<file path="src/rtl/eu_issue_arbiter_if.sv">
// ---------------------------------------------------------------------------
// eu_issue_arbiter_if
// Bundle of every handshake/data signal between the issue arbiter, the
// per-warp instruction buffers and the three execution units (IU, LSU, BRU).
//   slave  : arbiter view (consumes warp requests, drives EU registers)
//   master : environment view (warp buffers + EUs)
// Signal names carry the arbiter-relative _i/_o suffix.
// ---------------------------------------------------------------------------
interface eu_issue_arbiter_if #(
   parameter int NumWarps     = 8,
   parameter int PayloadWidth = 64
);
   localparam int WidWidth = (NumWarps > 1) ? $clog2(NumWarps) : 1;

   // warp side
   logic [NumWarps-1:0]                   warp_valid_i;
   logic [NumWarps-1:0]                   warp_ready_o;
   logic [NumWarps-1:0][7:0]              warp_inst_i;    // {eu[1:0], subtype[5:0]}
   logic [NumWarps-1:0][PayloadWidth-1:0] warp_payload_i;

   // IU channel
   logic                    iu_valid_o;
   logic                    iu_ready_i;
   logic [5:0]              iu_subtype_o;
   logic [WidWidth-1:0]     iu_wid_o;
   logic [PayloadWidth-1:0] iu_payload_o;

   // LSU channel
   logic                    lsu_valid_o;
   logic                    lsu_ready_i;
   logic [5:0]              lsu_subtype_o;
   logic [WidWidth-1:0]     lsu_wid_o;
   logic [PayloadWidth-1:0] lsu_payload_o;

   // BRU channel
   logic                    bru_valid_o;
   logic                    bru_ready_i;
   logic [5:0]              bru_subtype_o;
   logic [WidWidth-1:0]     bru_wid_o;
   logic [PayloadWidth-1:0] bru_payload_o;

   // illegal-instruction report
   logic                    illegal_o;
   logic [WidWidth-1:0]     illegal_wid_o;

   modport slave (
      input  warp_valid_i, warp_inst_i, warp_payload_i,
      input  iu_ready_i, lsu_ready_i, bru_ready_i,
      output warp_ready_o,
      output iu_valid_o,  iu_subtype_o,  iu_wid_o,  iu_payload_o,
      output lsu_valid_o, lsu_subtype_o, lsu_wid_o, lsu_payload_o,
      output bru_valid_o, bru_subtype_o, bru_wid_o, bru_payload_o,
      output illegal_o, illegal_wid_o
   );

   modport master (
      output warp_valid_i, warp_inst_i, warp_payload_i,
      output iu_ready_i, lsu_ready_i, bru_ready_i,
      input  warp_ready_o,
      input  iu_valid_o,  iu_subtype_o,  iu_wid_o,  iu_payload_o,
      input  lsu_valid_o, lsu_subtype_o, lsu_wid_o, lsu_payload_o,
      input  bru_valid_o, bru_subtype_o, bru_wid_o, bru_payload_o,
      input  illegal_o, illegal_wid_o
   );
endinterface

</file>
<file path="src/rtl/eu_issue_arbiter.sv">
// ---------------------------------------------------------------------------
// eu_issue_arbiter
// Issue-stage scheduler: each cycle picks at most one eligible warp by
// round-robin and routes its instruction into the one-entry output register
// of the EU named by its eu field. Illegal instructions are consumed and
// reported on illegal_o / illegal_wid_o instead of being issued.
// Ports:
//   clk_i   : clock, all state on rising edge
//   rst_ni  : asynchronous active-low reset
//   bus     : eu_issue_arbiter_if.slave (warp requests, IU/LSU/BRU
//             output registers, illegal report)
// ---------------------------------------------------------------------------

// Per-warp decode: legality of {eu, subtype} and eligibility for a grant.
module eu_issue_arbiter_lane (
   input  logic       valid_i,
   input  logic [1:0] eu_i,
   input  logic [5:0] subtype_i,
   input  logic [3:0] slot_free_i,   // bit 3 unused (eu=3 never legal)
   output logic       legal_o,
   output logic       elig_o
);
   always_comb begin
      legal_o = 1'b0;
      case (eu_i)
         2'd0:    legal_o = (subtype_i <= 6'h0E);
         2'd1:    legal_o = (subtype_i <= 6'h05);
         // only BNZ/BEZ; JMP and SYNC are resolved in the decoder
         2'd2:    legal_o = (subtype_i == 6'h02) || (subtype_i == 6'h03);
         default: legal_o = 1'b0;
      endcase
      // illegal instructions are always consumable; legal ones need a free slot
      elig_o = valid_i && (legal_o ? slot_free_i[eu_i] : 1'b1);
   end
endmodule

module eu_issue_arbiter #(
   parameter int NumWarps     = 8,
   parameter int PayloadWidth = 64
) (
   input  logic               clk_i,
   input  logic               rst_ni,
   eu_issue_arbiter_if.slave  bus
);
   localparam int WidWidth = (NumWarps > 1) ? $clog2(NumWarps) : 1;
   localparam int CandW    = WidWidth + 1;
   localparam int NumEu    = 3;   // 0=IU, 1=LSU, 2=BRU

   // ---------------- per-warp decode ----------------
   logic [NumWarps-1:0][1:0] inst_eu;
   logic [NumWarps-1:0][5:0] inst_sub;
   logic [NumWarps-1:0]      legal;
   logic [NumWarps-1:0]      elig;
   logic [3:0]               slot_free;

   for (genvar w = 0; w < NumWarps; w++) begin : g_lane
      assign inst_eu[w]  = bus.warp_inst_i[w][7:6];
      assign inst_sub[w] = bus.warp_inst_i[w][5:0];

      eu_issue_arbiter_lane u_lane (
         .valid_i     (bus.warp_valid_i[w]),
         .eu_i        (inst_eu[w]),
         .subtype_i   (inst_sub[w]),
         .slot_free_i (slot_free),
         .legal_o     (legal[w]),
         .elig_o      (elig[w])
      );
   end

   // ---------------- EU slot state ----------------
   logic [NumEu-1:0]                   eu_rdy;
   logic [NumEu-1:0]                   vld_q, vld_d;
   logic [NumEu-1:0][5:0]              sub_q, sub_d;
   logic [NumEu-1:0][WidWidth-1:0]     wid_q, wid_d;
   logic [NumEu-1:0][PayloadWidth-1:0] pay_q, pay_d;

   assign eu_rdy = {bus.bru_ready_i, bus.lsu_ready_i, bus.iu_ready_i};
   // A full slot still counts as free when the EU drains it this cycle,
   // giving back-to-back issue without a bubble.
   assign slot_free = {1'b0, (~vld_q | eu_rdy)};

   // ---------------- round-robin pick ----------------
   logic [WidWidth-1:0] rr_q, rr_d;
   logic [CandW-1:0]    cand;
   logic                grant_vld;
   logic [WidWidth-1:0] grant_idx;

   // Scan from rr_q upward; cand is one bit wider so rr_q+k never overflows
   // before the modulo fold, which keeps non-power-of-two NumWarps correct.
   always_comb begin
      grant_vld = 1'b0;
      grant_idx = '0;
      cand      = '0;
      for (int k = 0; k < NumWarps; k++) begin
         cand = {1'b0, rr_q} + CandW'(k);
         if (cand >= CandW'(NumWarps)) cand = cand - CandW'(NumWarps);
         if (!grant_vld && elig[cand[WidWidth-1:0]]) begin
            grant_vld = 1'b1;
            grant_idx = cand[WidWidth-1:0];
         end
      end
   end

   logic       g_legal;
   logic [1:0] g_eu;
   assign g_legal = legal[grant_idx];
   assign g_eu    = inst_eu[grant_idx];

   // No handshake may complete while reset is held.
   assign bus.warp_ready_o = (grant_vld && rst_ni) ? (NumWarps'(1) << grant_idx) : '0;

   always_comb begin
      rr_d = rr_q;
      if (grant_vld) rr_d = (grant_idx == WidWidth'(NumWarps - 1)) ? '0 : grant_idx + 1'b1;
   end

   // ---------------- EU slot next state ----------------
   always_comb begin
      vld_d = vld_q;
      sub_d = sub_q;
      wid_d = wid_q;
      pay_d = pay_q;
      for (int e = 0; e < NumEu; e++) begin
         if (vld_q[e] && eu_rdy[e]) vld_d[e] = 1'b0;
         // a refill in the same cycle as a drain wins over the clear above
         if (grant_vld && g_legal && (g_eu == 2'(e))) begin
            vld_d[e] = 1'b1;
            sub_d[e] = inst_sub[grant_idx];
            wid_d[e] = grant_idx;
            pay_d[e] = bus.warp_payload_i[grant_idx];
         end
      end
   end

   // ---------------- illegal report ----------------
   logic                ill_q, ill_d;
   logic [WidWidth-1:0] ill_wid_q, ill_wid_d;

   always_comb begin
      ill_d     = grant_vld && !g_legal;
      ill_wid_d = ill_d ? grant_idx : ill_wid_q;
   end

   // ---------------- state registers ----------------
   always_ff @(posedge clk_i or negedge rst_ni) begin
      if (!rst_ni) begin
         rr_q      <= '0;
         vld_q     <= '0;
         sub_q     <= '0;
         wid_q     <= '0;
         pay_q     <= '0;
         ill_q     <= 1'b0;
         ill_wid_q <= '0;
      end else begin
         rr_q      <= rr_d;
         vld_q     <= vld_d;
         sub_q     <= sub_d;
         wid_q     <= wid_d;
         pay_q     <= pay_d;
         ill_q     <= ill_d;
         ill_wid_q <= ill_wid_d;
      end
   end

   // ---------------- outputs ----------------
   assign bus.iu_valid_o    = vld_q[0];
   assign bus.iu_subtype_o  = sub_q[0];
   assign bus.iu_wid_o      = wid_q[0];
   assign bus.iu_payload_o  = pay_q[0];

   assign bus.lsu_valid_o   = vld_q[1];
   assign bus.lsu_subtype_o = sub_q[1];
   assign bus.lsu_wid_o     = wid_q[1];
   assign bus.lsu_payload_o = pay_q[1];

   assign bus.bru_valid_o   = vld_q[2];
   assign bus.bru_subtype_o = sub_q[2];
   assign bus.bru_wid_o     = wid_q[2];
   assign bus.bru_payload_o = pay_q[2];

   assign bus.illegal_o     = ill_q;
   assign bus.illegal_wid_o = ill_wid_q;
endmodule

</file>
<file path="src/flat_wrapper.sv">
// flat-port wrapper written by rule: the top's interface ports become plain ports
module eu_issue_arbiter_flat 
#(
   parameter int NumWarps     = 8,
   parameter int PayloadWidth = 64
)
  (clk_i, rst_ni, bus_warp_valid_i, bus_warp_inst_i, bus_warp_payload_i, bus_iu_ready_i, bus_lsu_ready_i, bus_bru_ready_i, bus_warp_ready_o, bus_iu_valid_o, bus_iu_subtype_o, bus_iu_wid_o, bus_iu_payload_o, bus_lsu_valid_o, bus_lsu_subtype_o, bus_lsu_wid_o, bus_lsu_payload_o, bus_bru_valid_o, bus_bru_subtype_o, bus_bru_wid_o, bus_bru_payload_o, bus_illegal_o, bus_illegal_wid_o);
  eu_issue_arbiter_if #(.NumWarps(NumWarps), .PayloadWidth(PayloadWidth)) bus_i ();
  input  logic clk_i;
  input  logic rst_ni;
  input wire logic [$bits(bus_i.warp_valid_i)-1:0] bus_warp_valid_i;
  input wire logic [$bits(bus_i.warp_inst_i)-1:0] bus_warp_inst_i;
  input wire logic [$bits(bus_i.warp_payload_i)-1:0] bus_warp_payload_i;
  input wire logic [$bits(bus_i.iu_ready_i)-1:0] bus_iu_ready_i;
  input wire logic [$bits(bus_i.lsu_ready_i)-1:0] bus_lsu_ready_i;
  input wire logic [$bits(bus_i.bru_ready_i)-1:0] bus_bru_ready_i;
  output wire logic [$bits(bus_i.warp_ready_o)-1:0] bus_warp_ready_o;
  output wire logic [$bits(bus_i.iu_valid_o)-1:0] bus_iu_valid_o;
  output wire logic [$bits(bus_i.iu_subtype_o)-1:0] bus_iu_subtype_o;
  output wire logic [$bits(bus_i.iu_wid_o)-1:0] bus_iu_wid_o;
  output wire logic [$bits(bus_i.iu_payload_o)-1:0] bus_iu_payload_o;
  output wire logic [$bits(bus_i.lsu_valid_o)-1:0] bus_lsu_valid_o;
  output wire logic [$bits(bus_i.lsu_subtype_o)-1:0] bus_lsu_subtype_o;
  output wire logic [$bits(bus_i.lsu_wid_o)-1:0] bus_lsu_wid_o;
  output wire logic [$bits(bus_i.lsu_payload_o)-1:0] bus_lsu_payload_o;
  output wire logic [$bits(bus_i.bru_valid_o)-1:0] bus_bru_valid_o;
  output wire logic [$bits(bus_i.bru_subtype_o)-1:0] bus_bru_subtype_o;
  output wire logic [$bits(bus_i.bru_wid_o)-1:0] bus_bru_wid_o;
  output wire logic [$bits(bus_i.bru_payload_o)-1:0] bus_bru_payload_o;
  output wire logic [$bits(bus_i.illegal_o)-1:0] bus_illegal_o;
  output wire logic [$bits(bus_i.illegal_wid_o)-1:0] bus_illegal_wid_o;
  assign bus_i.warp_valid_i = bus_warp_valid_i;
  assign bus_i.warp_inst_i = bus_warp_inst_i;
  assign bus_i.warp_payload_i = bus_warp_payload_i;
  assign bus_i.iu_ready_i = bus_iu_ready_i;
  assign bus_i.lsu_ready_i = bus_lsu_ready_i;
  assign bus_i.bru_ready_i = bus_bru_ready_i;
  assign bus_warp_ready_o = bus_i.warp_ready_o;
  assign bus_iu_valid_o = bus_i.iu_valid_o;
  assign bus_iu_subtype_o = bus_i.iu_subtype_o;
  assign bus_iu_wid_o = bus_i.iu_wid_o;
  assign bus_iu_payload_o = bus_i.iu_payload_o;
  assign bus_lsu_valid_o = bus_i.lsu_valid_o;
  assign bus_lsu_subtype_o = bus_i.lsu_subtype_o;
  assign bus_lsu_wid_o = bus_i.lsu_wid_o;
  assign bus_lsu_payload_o = bus_i.lsu_payload_o;
  assign bus_bru_valid_o = bus_i.bru_valid_o;
  assign bus_bru_subtype_o = bus_i.bru_subtype_o;
  assign bus_bru_wid_o = bus_i.bru_wid_o;
  assign bus_bru_payload_o = bus_i.bru_payload_o;
  assign bus_illegal_o = bus_i.illegal_o;
  assign bus_illegal_wid_o = bus_i.illegal_wid_o;
  eu_issue_arbiter #(.NumWarps(NumWarps), .PayloadWidth(PayloadWidth)) u_core (.clk_i(clk_i), .rst_ni(rst_ni), .bus(bus_i));
endmodule
</file>
<file path="config.mk">
export PLATFORM = sky130hd
export DESIGN_NAME = eu_issue_arbiter_flat
export DESIGN_NICKNAME = d
export VERILOG_FILES = /design/src/rtl/eu_issue_arbiter_if.sv /design/src/rtl/eu_issue_arbiter.sv /design/src/flat_wrapper.sv
export SDC_FILE = /design/constraint.sdc
export NUM_CORES = 1
export LEC_CHECK = 0
export CAP_MARGIN = 20
export CELL_PAD_IN_SITES_DETAIL_PLACEMENT = 0
export CELL_PAD_IN_SITES_GLOBAL_PLACEMENT = 1
export CORE_AREA = 2 2 321 323
export CTS_CLUSTER_SIZE = 12
export DETAILED_ROUTE_END_ITERATION = 8
export DIE_AREA = 0 0 323 325
export PLACE_DENSITY_LB_ADDON = 0.1
export SLEW_MARGIN = 20
export SYNTH_ARGS = -nofsm -noshare
export SYNTH_HDL_FRONTEND = slang
export SYNTH_SLANG_ARGS = --single-unit
export TNS_END_PERCENT = 20
</file>
<file path="constraint.sdc">
create_clock -name clk_i -period 10.6 [get_ports clk_i]
set_clock_uncertainty 0.1 [all_clocks]
set_input_delay 3.18 -clock clk_i [delete_from_list [all_inputs] [get_ports clk_i]]
set_output_delay 3.18 -clock clk_i [all_outputs]
set_load 0.02 [all_outputs]
</file>
==> results.sh, run 1 <==
export IMPL_status="finished with violations"
export IMPL_violations="negative setup slack"
export IMPL_synthArstFlopShare_pct=100
export IMPL_core_um2=101000
export IMPL_synth_compound_area_share_pct=6.10
export IMPL_grt_use_met3_pct=4.78
export IMPL_vias_per_cell=3.98
export IMPL_n_fill_cell=10700
export IMPL_yosys_area_share_simple_pct=4.18
export IMPL_min_from="u_core.bus.bru_subtype_o[1]"
export IMPL_reg2reg_to="u_core.bus.lsu_payload_o[5]"
export IMPL_synth_edf_count=0
export IMPL_dr_pass1_iters=5
export IMPL_cts_buffers=34
export IMPL_syn_avg_cell_area_um2=11.9
export IMPL_hp_class="reg -> reg"
export IMPL_grtUsageMet2_pct=27.9
export IMPL_clkSinkCount=229
export IMPL_ys_seq_area_share_pct=36.3
export IMPL_num_vias=14200
export IMPL_slowest_delay_ns=0.60
export IMPL_grt_setup_unrepaired="true"
export IMPL_htreeDepth=2
export IMPL_ys_ff_latch=229
export IMPL_min_to="u_core.bus.bru_subtype_o[1]"
export IMPL_dp_hpwl_um=67300
export IMPL_drive_above_1_share_pct=12.5
export IMPL_wl_per_cell_um=23.3
export IMPL_antenna_found_initial=7
export IMPL_nets=2760
export IMPL_max_slew_margin_pct=25.4
export IMPL_cts_path_max_buffers=3
export IMPL_synth_top_area_cell="dfrtp_1"
export IMPL_r2r_cells=17
export IMPL_yosys_top_cells_area="dfrtp_1, mux2i_1, mux2_1, mux2_2, buf_2"
export IMPL_crit_type="in -> out"
export IMPL_drc_errors=0
export IMPL_die_area_um2=105000
export IMPL_drt_iter0_markers=548
export IMPL_grt_usage_pct=15.2
export IMPL_reg2reg_setup_slack_ns=2.58
export IMPL_synth_warnings=0
export IMPL_setup_viol=1
export IMPL_maxSlewViolCount=0
export IMPL_row_count=117
export IMPL_stdcell_count=3559
export IMPL_syn_inst=1330
export IMPL_overflow=0
export IMPL_crit_path_cell_trace="clkdlybuf4s50_1 -> nor2_1 -> buf_4 -> o21ai_1 -> a211oi_2 -> buf_4 -> o32ai_1 -> mux4_2 -> or2_1 -> a2111oi_2 -> a211oi_2 -> nor2_8 -> ha_1 -> ha_1 -> and3_1 -> clkdlybuf4s50_1"
export IMPL_root_buffer="clkbuf_16"
export IMPL_place_congestion=0.855
export IMPL_yosysUniqueCellTypes=62
export IMPL_clk_insertion_delay_late_ns=0.53
export IMPL_cp_max_fo=7
export IMPL_r2r_start="u_core.rr_q[1]"
export IMPL_detail_route_antenna_nets=0
export IMPL_grt_start_max_net_pins=124
export IMPL_die_x_um=323
export IMPL_synth_top_area_share_pct=36.3
export IMPL_critPathLaunchType="primary input"
export IMPL_ys_flop_type="dfrtp_1"
export IMPL_synth_fa_ha_area_share_pct=0.634
export IMPL_place_inst=3493
export IMPL_hold_viol=0
export IMPL_netlist_area_um2=15800
export IMPL_cts_tree="done"
export IMPL_critical_path_endpoint_type="primary output"
export IMPL_initial_core_util_pct=15.6
export IMPL_synth_xor_area_share_pct=0.278
export IMPL_post_route_period_util_pct=100
export IMPL_worst_pin_slew_ns=1.12
export IMPL_finalCriticalPeriod_ns=10.62
export IMPL_use_met1_pct=16.3
export IMPL_area_growth_pct=71.1
export IMPL_io_buffers=822
export IMPL_muxShareOfSynthArea_pct=48.8
export IMPL_grt_pass1_vias=15500
export IMPL_netlist_top_cells_count="mux2i_1, dfrtp_1, mux2_1"
export IMPL_whs_path_depth=1
export IMPL_clkSlewWorstSetupHoldPaths_ns=0.05
export IMPL_yosysMostFrequentCell="mux2i_1"
export IMPL_wl_um=83000
export IMPL_cp_slowest_cell="clkdlybuf4s50_1"
export IMPL_die_h_um=325
export IMPL_fin_ws_ns=-0.0214
export IMPL_synth_top_family_by_area="multiplexers"
export IMPL_io_pins=823
export IMPL_required_ns=7.32
export IMPL_busiest_layer="met2"
export IMPL_maxCapViolCount=0
export IMPL_max_freq_mhz=94.1
export IMPL_cp_arrival_ns=7.34
export IMPL_synth_net_count=1927
export IMPL_grt_pass1_wl_um=114000
-- worst max-delay path by stage --
stage,from,endpoint,slack (ns),cells past startpoint
after floorplan,bus_bru_ready_i,bus_warp_ready_o[3],0.71,14
after global placement,bus_lsu_ready_i,bus_warp_ready_o[7],-0.53,15
after detailed placement,bus_lsu_ready_i,bus_warp_ready_o[7],-0.51,16
after CTS,bus_lsu_ready_i,bus_warp_ready_o[3],0.0004,17
after global routing,bus_warp_inst_i[4],bus_warp_ready_o[3],-0.09,16
final,bus_warp_inst_i[4],bus_warp_ready_o[3],-0.02,16
-- worst max-delay path, delay by kind of cell --
kind | cells | cell delay [ns]
buffers and inverters | 4 | 1.38
AO/OA/AOI/OAI | 5 | 0.99
AND/OR/NAND/NOR | 4 | 0.90
multiplexers | 1 | 0.54
adder cells (fa/ha/maj) | 2 | 0.34
-- state kept, by name, indices dropped and copies added (netlist names), 6 cells and up --
signal	flops
u_core.bus.bru_subtype_o	6
u_core.bus.lsu_payload_o	64
u_core.bus.bru_payload_o	64
u_core.bus.iu_subtype_o	6
u_core.bus.iu_payload_o	64
u_core.bus.lsu_subtype_o	6
-- logic make-up (layout without fill, tap and decap cells) --
group,count (synthesis),count (layout)
other cells,0,2
simple gates,133,133
flops,229,229
xor+xnor,5,5
compound gates,127,127
mux,722,722
fa+ha+maj,8,8
buf+inv,106,965
-- timing repair --
action                     CTS  global route
setup buffers                1             1
gates cloned                 0             0
resized for setup            8             6
hold buffers                 0             0
pin swaps                    2             2
setup endpoints to repair    8             5
-- placed cells by master (no fill, tap or decap), drive strengths merged, types with 13 or more instances in the layout --
master,count
dfrtp,229
mux2i,430
buf,70
mux2,283
a21oi,20
nor2,43
clkbuf,51
clkdlybuf4s50,813
o21ai,23
nand3,14
inv,13
nand2,41
-- cell type report --
cell class | instances | area [um^2] | area share [%]
multi-input cells | 995 | 9500 | 35.2
repair buffers | 890 | 8840 | 32.8
flip-flops and latches | 229 | 5730 | 21.2
well taps | 1368 | 1710 | 6.34
clock buffers | 51 | 1010 | 3.73
clock inverters | 11 | 139 | 0.514
inverters | 13 | 58.8 | 0.218
diodes | 2 | 5.00 | 0.0185
-- per-stage QoR --
step	instance area (um^2)	setup WS, ns	hold WS [ns]	setup TNS (ns)	utilization (%)
floorplan	15800	0.709	0.482	0	-
global placement	25800	-0.526	0.359	-3.68	25.5
detailed placement	25800	-0.512	0.363	-3.58	25.5
CTS	26900	0.000422	0.384	0	26.6
global route	27000	-0.0943	0.396	-0.0943	26.6
finish	27000	-0.0214	0.375	-0.0214	26.6
-- routing by layer --
metal / vias to the layer above / wire length, um / part of all wire, %
met3: 92 / 6880 / 8.3
met4: 6 / 2460 / 3.0
li1: 6658 / - / -
met2: 575 / 42400 / 51
met5: - / 36 / 0.043
met1: 6843 / 31200 / 38
Power of run 1 is not shown: default switching activity piles up to over one toggle a cycle in this logic, so the estimate is an artifact.
==> inputs of run 2 (changes only) <==
CORE_AREA = 8 8 318 320   (was 2 2 321 323)
DIE_AREA = 0 0 326 328   (was 0 0 323 325)
==> results.sh, run 2 (synthesized netlist as in run 1, its figures left out) <==
export IMPL_clk_insertion_delay_late_ns=0.57
export IMPL_finalCriticalPeriod_ns=10.37
export IMPL_core_um2=96000
export IMPL_nets=2754
export IMPL_htreeDepth=1
export IMPL_die_area_um2=107000
export IMPL_n_fill_cell=10000
export IMPL_worst_pin_slew_ns=1.06
export IMPL_layout_common_cells="clkdlybuf4s50_1, mux2i_1, dfrtp_1"
export IMPL_r2r_start="u_core.rr_q[0]"
export IMPL_setup_viol=0
export IMPL_cp_arrival_ns=7.09
export IMPL_max_freq_mhz=96.4
export IMPL_cp_startpoint="bus_warp_inst_i[22]"
export IMPL_ctsHoldBuffers=0
export IMPL_final_common_cell="clkdlybuf4s50_1"
export IMPL_reg2reg_to="u_core.bus.iu_payload_o[5]"
export IMPL_clkSlewWorstSetupHoldPaths_ns=0.05
export IMPL_critPathLaunchType="primary input"
export IMPL_dr_pass1_iters=6
export IMPL_max_slew_margin_pct=29.6
export IMPL_vias_per_cell=4.12
export IMPL_multi_input_area_um2=9500
export IMPL_cp_max_fo=7
export IMPL_dpl_worst_slack_ns=-0.213
export IMPL_critical_path_endpoint_type="primary output"
export IMPL_initial_core_util_pct=16.4
export IMPL_place_congestion=0.830
export IMPL_grt_setup_unrepaired="false"
export IMPL_crit_end="bus_warp_ready_o[7]"
export IMPL_r2r_cells=17
export IMPL_maxCapViolCount=0
export IMPL_seq_area_um2=5730
export IMPL_area_growth_pct=69.1
export IMPL_cts_buffers=30
export IMPL_reg2reg_setup_slack_ns=2.46
export IMPL_cts_tree="done"
export IMPL_overflow=0
export IMPL_detail_route_antenna_nets=0
export IMPL_crit_type="in -> out"
export IMPL_root_buffer="clkbuf_16"
export IMPL_fin_area_um2=26700
export IMPL_grt_start_max_net_pins=75
export IMPL_status="complete, no violations"
export IMPL_io_buffers=822
export IMPL_hp_class="reg -> reg"
export IMPL_grt_pass1_vias=15800
export IMPL_drt_iter0_markers=549
export IMPL_drc_errors=0
export IMPL_wl_per_cell_um=24.8
export IMPL_die_x_um=326
export IMPL_fin_util_pct=27.8
export IMPL_num_vias=14200
export IMPL_io_pins=823
export IMPL_post_route_period_util_pct=97.9
export IMPL_clkSinkCount=229
export IMPL_antenna_found_initial=8
export IMPL_dp_hpwl_um=70300
export IMPL_placed_area_um2=25600
export IMPL_fin_ws_ns=0.226
export IMPL_cts_path_max_buffers=3
export IMPL_grt_usage_pct=15.2
export IMPL_wl_um=85800
export IMPL_hold_viol=0
export IMPL_maxSlewViolCount=0
export IMPL_required_ns=7.32
export IMPL_row_count=114
export IMPL_grt_pass1_wl_um=120000
export IMPL_drive_above_1_share_pct=12.1
export IMPL_die_h_um=328
-- run 2: cell types whose count changed in the layout (fill, tap and decap cells not counted), moves of 2 or more --
cell	previous run	this run
buf_12	8	5
clkbuf_16	35	31
clkinv_8	2	0
clkinvlp_4	3	0
dlygate4sd2_1	4	7
nor2_1	39	41
nor2_2	2	0
-- run 2: layer usage --
| layer | wire, um | GRT usage [%] | vias to the layer above |
|---|---|---|---|
| met5 | 55 | 0 | - |
| met4 | 1700 | 3.04 | 8 |
| met3 | 6730 | 5.01 | 69 |
| met2 | 44300 | 27.9 | 579 |
| met1 | 33000 | 17.0 | 6952 |
| li1 | - | - | 6641 |
-- run 2: per-stage QoR --
| stage | cells | hold WS [ns] | setup TNS (ns) |
|---|---|---|---|
| 3_3_place_gp | 3400 | 0.356 | -0.725 |
| 4_1_cts | 3455 | 0.376 | 0 |
| 6_report | 3458 | 0.368 | 0 |
| 5_1_grt | 3457 | 0.388 | 0 |
| 3_5_place_dp | 3400 | 0.353 | -1.07 |
| 2_1_floorplan | 1330 | 0.482 | 0 |
-- run 2: worst min-delay path by stage --
stage | startpoint | to | slack [ns] | cells past startpoint
after global routing | u_core.bus.bru_subtype_o[1] | u_core.bus.bru_subtype_o[1] | 0.39 | 1
after global placement | u_core.bus.bru_subtype_o[1] | u_core.bus.bru_subtype_o[1] | 0.36 | 1
final | u_core.bus.bru_subtype_o[1] | u_core.bus.bru_subtype_o[1] | 0.37 | 1
after CTS | u_core.bus.bru_subtype_o[1] | u_core.bus.bru_subtype_o[1] | 0.38 | 1
after floorplan | u_core.bus.bru_subtype_o[1] | u_core.bus.bru_subtype_o[1] | 0.48 | 1
after detailed placement | u_core.bus.bru_subtype_o[1] | u_core.bus.bru_subtype_o[1] | 0.35 | 1
-- run 2: what timing repair did --
item	4_1_cts	5_1_grt
pin swaps	3	2
resized for setup	10	6
setup buffers	0	1
setup endpoints to repair	8	8
-- run 2: cell type report --
class / count / area share, %
Timing Repair Buffer: 888 / 32.9
Tap cell: 1276 / 5.98
Clock inverter: 7 / 0.347
Multi-Input combinational cell: 995 / 35.6
Sequential cell: 229 / 21.5
Inverter: 13 / 0.220
Clock buffer: 48 / 3.45
Antenna cell: 2 / 0.0188
-- run 2: critical path, cell delays in order --
cell,delay (ns)
clkdlybuf4s50_1,0.59
a21oi_1,0.10
a21boi_1,0.35
a211oi_2,0.14
buf_12,0.16
o32ai_1,0.31
buf_4,0.18
mux4_2,0.26
nand3_1,0.09
a311o_1,0.38
a21oi_1,0.38
nor2_8,0.10
ha_1,0.22
ha_1,0.19
and3_1,0.14
dlygate4sd2_1,0.32
Power of run 2 is left out for the same reason.
==> inputs of run 3 (changes only) <==
CORE_AREA = 2 2 321 323   (was 8 8 318 320)
DIE_AREA = 0 0 323 325   (was 0 0 326 328)
==> results of run 3 <==
No change in the layout: final DEF, timing and power equal those of run 1.
Power of run 3 is left out for the same reason.
